### config.mk
export PLATFORM = sky130hd
export DESIGN_NAME = mm_burst_reader
export DESIGN_NICKNAME = d
export VERILOG_FILES = /design/src/rtl/mm_burst_reader.sv
export SDC_FILE = /design/constraint.sdc
export NUM_CORES = 1
export LEC_CHECK = 0
export CORE_MARGIN = 5
export CORE_UTILIZATION = 30
export CTS_BUF_LIST = sky130_fd_sc_hd__clkbuf_4 sky130_fd_sc_hd__clkbuf_8
export DETAILED_ROUTE_END_ITERATION = 10
export DONT_BUFFER_PORTS = 1
export REMOVE_ABC_BUFFERS = 1
export SETUP_SLACK_MARGIN = 0.2
export SYNTH_ARGS = -nofsm -noshare
export SYNTH_HDL_FRONTEND = slang
export SYNTH_SLANG_ARGS = --single-unit
### constraint.sdc
create_clock -name clk -period 8.55 [get_ports clk]
set_clock_uncertainty 0.2 [all_clocks]
set_input_delay 0.855 -clock clk [delete_from_list [all_inputs] [get_ports clk]]
set_output_delay 0.855 -clock clk [all_outputs]
set_load 0.01 [all_outputs]
### src/rtl/mm_burst_reader.sv
// Avalon-MM burst read master: streams the byte window [pkt_begin, pkt_end) into a FIFO.
// Optional macro BURST_4K_SPLIT_EN keeps every burst inside a single 4 KiB page.
module mm_burst_reader #(
    parameter int DATA_W       = 32,
    parameter int ADDR_W       = 32,
    parameter int MAX_BURST    = 16,
    parameter int BURSTCOUNT_W = 16,
    parameter int FIFO_DEPTH   = 512,
    parameter int USEDW_W      = 9
) (
    input  logic                    clk,
    input  logic                    reset,
    input  logic                    start,
    input  logic [31:0]             control,
    input  logic [ADDR_W-1:0]       pkt_begin,
    input  logic [ADDR_W-1:0]       pkt_end,
    input  logic [USEDW_W-1:0]      fifo_usedw,
    output logic [DATA_W-1:0]       fifo_data,
    output logic                    fifo_wr,
    output logic                    rdy,
    output logic [ADDR_W-1:0]       address,
    output logic                    read,
    output logic [BURSTCOUNT_W-1:0] burstcount,
    input  logic                    waitrequest,
    input  logic [DATA_W-1:0]       readdata,
    input  logic                    readdatavalid,
    output logic [ADDR_W-1:0]       words_done
);

    localparam int BYTES = DATA_W / 8;
    localparam int SHIFT = $clog2(BYTES);
    localparam logic [ADDR_W-1:0] ALIGN_MASK = ~ADDR_W'(BYTES - 1);
    localparam logic [ADDR_W-1:0] MAX_LEN    = ADDR_W'(MAX_BURST);

    localparam logic [2:0] S_IDLE  = 3'd0;
    localparam logic [2:0] S_CALC  = 3'd1;
    localparam logic [2:0] S_ISSUE = 3'd2;
    localparam logic [2:0] S_DATA  = 3'd3;
    localparam logic [2:0] S_DONE  = 3'd4;

    logic [2:0]              state_q, state_d;
    logic                    rdy_q, rdy_d;
    logic                    read_q, read_d;
    logic [ADDR_W-1:0]       address_q, address_d;
    logic [BURSTCOUNT_W-1:0] burstcount_q, burstcount_d;
    logic [DATA_W-1:0]       fifo_data_q, fifo_data_d;
    logic                    fifo_wr_q, fifo_wr_d;
    logic [ADDR_W-1:0]       words_done_q, words_done_d;
    logic [ADDR_W-1:0]       begin_q, begin_d;
    logic [ADDR_W-1:0]       end_q, end_d;
    logic [31:0]             control_q, control_d;
    logic [ADDR_W-1:0]       remaining_q, remaining_d;
    logic [ADDR_W-1:0]       cur_addr_q, cur_addr_d;
    logic [BURSTCOUNT_W-1:0] beat_q, beat_d;

    logic [ADDR_W:0]   span;
    logic [ADDR_W-1:0] total;
    logic [ADDR_W-1:0] len;
    logic [ADDR_W-1:0] done_len;
    logic              credit_ok;
    int                free_words;
    logic              ctrl_unused;

    assign ctrl_unused = ^control_q;

    // Round the byte span up to whole words; only meaningful when end_q > begin_q.
    assign span     = {1'b0, end_q} - {1'b0, begin_q} + (ADDR_W + 1)'(BYTES - 1);
    assign total    = ADDR_W'(span >> SHIFT);
    assign done_len = ADDR_W'(burstcount_q);

`ifdef BURST_4K_SPLIT_EN
    logic [12:0]       page_bytes;
    logic [ADDR_W-1:0] page_words;
    assign page_bytes = 13'h1000 - {1'b0, cur_addr_q[11:0]};
    assign page_words = ADDR_W'(page_bytes >> SHIFT);
`endif

    always_comb begin
        len = (remaining_q > MAX_LEN) ? MAX_LEN : remaining_q;
`ifdef BURST_4K_SPLIT_EN
        if (page_words < len) len = page_words;
`endif
    end

    // A write landing this cycle already consumes one slot the usedw count does not show yet.
    always_comb begin
        free_words = FIFO_DEPTH - int'(fifo_usedw) - int'(fifo_wr_q);
        credit_ok  = free_words >= int'(len);
    end

    always_comb begin
        // NOTE: every _d starts from its _q (or its idle value) so no path leaves a latch.
        state_d      = state_q;
        read_d       = read_q;
        address_d    = address_q;
        burstcount_d = burstcount_q;
        fifo_data_d  = fifo_data_q;
        fifo_wr_d    = 1'b0;
        words_done_d = words_done_q;
        begin_d      = begin_q;
        end_d        = end_q;
        control_d    = control_q;
        remaining_d  = remaining_q;
        cur_addr_d   = cur_addr_q;
        beat_d       = beat_q;

        case (state_q)
            S_IDLE: begin
                if (start && rdy_q) begin
                    begin_d      = pkt_begin & ALIGN_MASK;
                    end_d        = pkt_end;
                    control_d    = control;
                    words_done_d = '0;
                    state_d      = S_CALC;
                end
            end
            S_CALC: begin
                if (end_q > begin_q) begin
                    remaining_d = total;
                    cur_addr_d  = begin_q;
                    state_d     = S_ISSUE;
                end else begin
                    remaining_d = '0;
                    state_d     = S_DONE;
                end
            end
            S_ISSUE: begin
                if (!read_q) begin
                    if (credit_ok) begin
                        read_d       = 1'b1;
                        address_d    = cur_addr_q;
                        burstcount_d = BURSTCOUNT_W'(len);
                    end
                end else if (!waitrequest) begin
                    read_d  = 1'b0;
                    beat_d  = '0;
                    state_d = S_DATA;
                end
            end
            S_DATA: begin
                if (readdatavalid) begin
                    fifo_data_d  = readdata;
                    fifo_wr_d    = 1'b1;
                    words_done_d = words_done_q + 1'b1;
                    beat_d       = beat_q + 1'b1;
                    if (beat_d == burstcount_q) begin
                        remaining_d = remaining_q - done_len;
                        cur_addr_d  = cur_addr_q + (done_len << SHIFT);
                        state_d     = (remaining_d != '0) ? S_ISSUE : S_DONE;
                    end
                end
            end
            S_DONE:  state_d = S_IDLE;
            default: state_d = S_IDLE;
        endcase

        rdy_d = (state_d == S_IDLE);
    end

    always_ff @(posedge clk) begin
        if (!reset) begin
            state_q      <= S_IDLE;
            rdy_q        <= 1'b0;
            read_q       <= 1'b0;
            address_q    <= '0;
            burstcount_q <= '0;
            fifo_data_q  <= '0;
            fifo_wr_q    <= 1'b0;
            words_done_q <= '0;
            begin_q      <= '0;
            end_q        <= '0;
            control_q    <= '0;
            remaining_q  <= '0;
            cur_addr_q   <= '0;
            beat_q       <= '0;
        end else begin
            // NOTE: non-blocking so every register samples the same pre-edge values.
            state_q      <= state_d;
            rdy_q        <= rdy_d;
            read_q       <= read_d;
            address_q    <= address_d;
            burstcount_q <= burstcount_d;
            fifo_data_q  <= fifo_data_d;
            fifo_wr_q    <= fifo_wr_d;
            words_done_q <= words_done_d;
            begin_q      <= begin_d;
            end_q        <= end_d;
            control_q    <= control_d;
            remaining_q  <= remaining_d;
            cur_addr_q   <= cur_addr_d;
            beat_q       <= beat_d;
        end
    end

    assign rdy        = rdy_q;
    assign read       = read_q;
    assign address    = address_q;
    assign burstcount = burstcount_q;
    assign fifo_data  = fifo_data_q;
    assign fifo_wr    = fifo_wr_q;
    assign words_done = words_done_q;

endmodule

[Word-level counts from Yosys, hierarchy flattened]
Index checks and enable logic that the tools add are counted.
Storage, ports and cells
  flip-flop bits (word level): 260
  bits of input ports: 142
  output and inout bits: 115
  word-level logic and storage cells: 78
Cells by class
  add/subtract/negate cells: 8
  magnitude comparators: 3
  eq/ne operators: 10
  multiplexer cells: 28
  bitwise gates (word level): 1
  reductions and logical operators: 15
Operators by type and width (number)
  $mux 32: 8
  $pmux 32 s2: 3
  $mux 16: 3
  $add 33x2->33 const B: 1
  $sub 32x32->33: 1
  $add 32x1->32 const B: 1
  $add 32x18->32: 1
  $ge 12x32->1: 1
  $gt 32x32->1: 1
  $gt 32x5->1 const B: 1
  $pmux 16 s2: 1
  $reduce_bool 32->1: 1
  $sub 32x16->32: 1
  $mux 31: 1
  $mux 3: 7
  $add 16x1->16 const B: 1
  $eq 16x16->1: 1
  $ne 2x2->1 const B: 6
  $pmux 3 s4: 1
  $sub 11x2->12: 1
  $sub 10x9->11 const A: 1
  $reduce_and 3->1: 3
  $reduce_and 4->1: 2
  $eq 3x2->1 const B: 2
  7 further kinds: 15

[Longest topological paths before layout]
  depth after elaboration: 7
  depth in mapped cells: 24

[Worst setup path before layout]
No wires, ideal clock.
  path type: in2reg
  from: input fifo_usedw[0]
  to: register address_q[28], in the netlist address[28]
  setup time: 0.128 ns
  data arrival time: 5.897 ns
  data required time: 8.222 ns
  path slack: 2.325 ns
  cell stages on the path: 21
  path buffers: 3
  path through: inv_1 > ha_1 > nand2b_1 > o21ai_0 > and3_1 > mux2i_1 > or3b_2 > clkbuf_1 > nor2_1 > ha_1 > a21o_1 > a21o_1 > a211oi_1 > o21bai_1 > a221oi_1 > mux2_2 > o211ai_1 > buf_2 > buf_1 > mux2i_1 > nor2_1
On the way
  word-level cells in the longest chain between the ends: 4
Ends and longest elaborated chain
  from (decl): RTL line 17  | input logic [USEDW_W-1:0] fifo_usedw,
  $sub 10x9->11: RTL line 87  | free_words = FIFO_DEPTH - int'(fifo_usedw) - int'(fifo_wr_q);
  $sub 11x2->12: RTL line 87
  $ge 12x32->1: RTL line 88  | credit_ok = free_words >= int'(len);
  $reduce_and 3->1 (no line)
  to (signal assigned): RTL line 181  | address_q <= address_d;
  to (decl): RTL line 44  | logic [ADDR_W-1:0] address_q, address_d;
Every way passes these cells.
A chain may end at the register's enable or synchronous reset.

[Worst setup path in the final report]
  from: input fifo_usedw[0]
  to: register address_q[26], in the netlist address[26]
The elaborated chain is that of the path after synthesis.

==> impl_metrics.tcl <==
set metrics [dict create \
    outcome "finished, final reports clean" \
    insertion_delay_ns 0.66 \
    hold-path-cell-count 2 \
    grt_max_degree 103 \
    synth_area_leaders "dfxtp_1, ha_1, nand2_1" \
    vias 15254 \
    die_x_um 247 \
    slew-limit-headroom 0.264 \
    cts_root_buf "clkbuf_8" \
    antenna_found_initial 2 \
    crit_arrival_ns 5.49 \
    path_clk_slew_ns 0.07 \
    start_util 0.303 \
    worst_slew_pin_slew_ns 1.10 \
    dp_hpwl_um 38800 \
    max_stage_delay_ns 0.53 \
    rsz0062_at_grt "no" \
    grt_pass1_wl_um 81400 \
    htreeDepth 2 \
    drive_gt1_frac 0.0632 \
    synth_edf_count 0 \
    critPathLaunchType "input port" \
    firstDrtPassIters 5 \
    yosys.area.top_type "dfxtp_1" \
    overflow 0 \
    ir_drop_mv 0.0978 \
    ys_seq_area_frac 0.305 \
    setup_viol 0 \
    totalWireLength_um 51900 \
    rr_worst_depth 16 \
    hold_buffers 0 \
    clock_path_buffers 3 \
    die_area_um2 60800 \
    drv_slew 0 \
    io_buffers 0 \
    synth_area_um2 16800 \
    final_util 0.335 \
    end_kind "register" \
    cellPowerDensity_nw_per_um2 198 \
    crit_fanout 32 \
    max_freq_mhz 192 \
    die_h_um 247 \
    drc_errors 0 \
    timing.final.crit_share 0.608 \
    yosys.area.top_type_share 0.305 \
    post_synth.cell_area_avg_um2 7.76 \
    synth_seq_cells 256 \
    total_power_uw 3670 \
    post_cts_resized 0 \
    avgViaCountPerCell 5.20 \
    ios 257 \
    syn_inst 2164 \
    wl_per_cell_um 17.7 \
    rows 86 \
    min_period_ns 5.20 \
    gp_congestion 0.856 \
    crit_type "input port to register" \
    cts_tree "yes" \
    leakagePower_uw 0.00738 \
    clock-sinks 256 \
    area_growth_pct 10.5 \
    tns_ns 0 \
    postCtsSetupRepairBufs 0 \
    slowest_stage "or3b_2" \
    hold_class "input port to register" \
    grtUsageTotal 0.165 \
    async_reset_ff_frac 0 \
    synth-main-ff-cell "dfxtp_1" \
    yosysWarnings 0 \
    synth.distinct_cells 82 \
    ant_nets 0 \
    drv_cap 0 \
    grt_pass1_vias 14963 \
    core-area_um2 55300 \
    drtIter0Drc 858 \
    worstPathCellList "inv_1, ha_1, nand2b_1, nor3_1, xnor2_1, or3b_2, nor2_1, buf_4, ha_1, a21o_1, a21o_1, a211oi_1, o21bai_1, a221oi_1, mux2_2, o211ai_1, buf_4, mux2i_1, nor2_1" \
    numCtsBuffers 47 \
    cp_data_required_time_ns 8.84 \
    hold_viol 0 \
    fin_nets 2435 \
]
logic make-up (layout without fill, tap and decap cells):
group | after synthesis | in the layout | synth area share
other | 2 | 30 | 0.000447
flip-flops | 256 | 256 | 0.305
buffers and inverters | 224 | 216 | 0.0529
AND/OR/NAND/NOR | 823 | 823 | 0.234
adder cells (fa/ha/maj) | 147 | 147 | 0.118
AO/OA/AOI/OAI | 568 | 568 | 0.212
XOR/XNOR | 103 | 103 | 0.0538
multiplexers | 41 | 41 | 0.0245
through the flow:
| stage | setup WS, ns | std cells | hold WS [ns] | instance area [µm²] |
|---|---|---|---|---|
| 2_1_floorplan | 0.347 | 2085 | 0.236 | 16400 |
| 4_1_cts | 3.40 | 2931 | 0.0650 | 18500 |
| 6_report | 3.35 | 2932 | 0.119 | 18500 |
| 3_3_place_gp | 2.84 | 2845 | 0.248 | 17500 |
| 5_1_grt | 3.04 | 2932 | 0.0754 | 18500 |
| 3_5_place_dp | 2.69 | 2845 | 0.248 | 17500 |
state kept, by name, summed over array words and instances (netlist names), 3 cells and up:
name and count:
cur_addr_q 30, words_done 32, beat_q 16, burstcount 16
address 30, remaining_q 32, fifo_data 32, begin_q 30
state_q 3, end_q 32
where the power goes:
part	leakage, µW	switching (µW)	internal [µW]
clock	0.000549	566	732
sequential	0.00207	51.1	1240
combinational	0.00476	670	411
critical path: cells and delay by family:
kind | cells | cell delay (ns)
AOI/OAI and AO/OA | 6 | 1.26
and+or+nand+nor | 5 | 1.20
buffers and inverters | 3 | 0.78
muxes | 2 | 0.65
adders and majority gates | 2 | 0.52
xor gates and xnor gates | 1 | 0.17
cells in the mapped netlist (32+ instances only):
| cell | n |
|---|---|
| ha_1 | 129 |
| nor2_1 | 180 |
| and3_1 | 32 |
| nand3_1 | 40 |
| nand4_1 | 33 |
| nand2_1 | 309 |
| a21oi_1 | 231 |
| nor3_1 | 54 |
| xnor2_1 | 55 |
| a21o_1 | 37 |
| mux2i_1 | 40 |
| inv_1 | 117 |
| dfxtp_1 | 256 |
| xor2_1 | 48 |
| clkbuf_1 | 85 |
| o21ai_0 | 99 |
routing by layer:
metal | GRT usage | vias to the layer above | wire [µm]
met5 | 0 | - | 0
met2 | 0.279 | 408 | 24300
met1 | 0.202 | 7139 | 22000
li1 | - | 7614 | -
met4 | 0.0566 | 0 | 1660
met3 | 0.0465 | 93 | 3910
path summary, 6_finish.rpt:
| path | startpoint | endpoint | slack (ns) |
|---|---|---|---|
| max reg2reg | fifo_wr | address[26] | 3.61 |
| max | fifo_usedw[0] | address[26] | 3.35 |
| min reg2reg | end_q[2] | end_q[2] | 0.26 |
| min | pkt_end[15] | end_q[15] | 0.12 |
cell usage in the layout (no fill, tap or decap), types with 9 or more instances in the layout:
cell type	synthesis	final
ha_1	129	129
o31ai_1	10	10
mux2i_1	40	40
a211oi_1	28	28
xnor2_1	55	55
and3_1	32	31
or2_2	10	10
o21ai_0	99	98
nand2_1	309	307
a31oi_1	21	21
nand2b_1	24	24
nand3_1	40	40
and4_1	9	9
nor4_1	18	18
buf_4	9	12
fa_1	18	18
o21a_1	13	13
dfxtp_1	256	256
xor2_1	48	48
nor3_1	54	54
a21oi_1	231	230
nor2b_1	27	27
a21o_1	37	37
nor2_1	180	178
conb_1	2	29
and2_1	19	19
nand4_1	33	33
clkbuf_4	0	9
clkinv_2	0	13
inv_1	117	117
a311oi_1	10	10
o211ai_1	16	16
or3_1	27	27
clkbuf_8	0	56
layout make-up:
type                       count  area, µm²
antenna                        1       2.50
clock buffer                  65        838
clock inverter                21        203
fill                        5841      36800
inverter                     118        448
multi-input combinational   1711      10900
sequential                   256       5120
tap                          748        936
timing repair buffer          12       90.1
(Power assumes the default switching activity.)
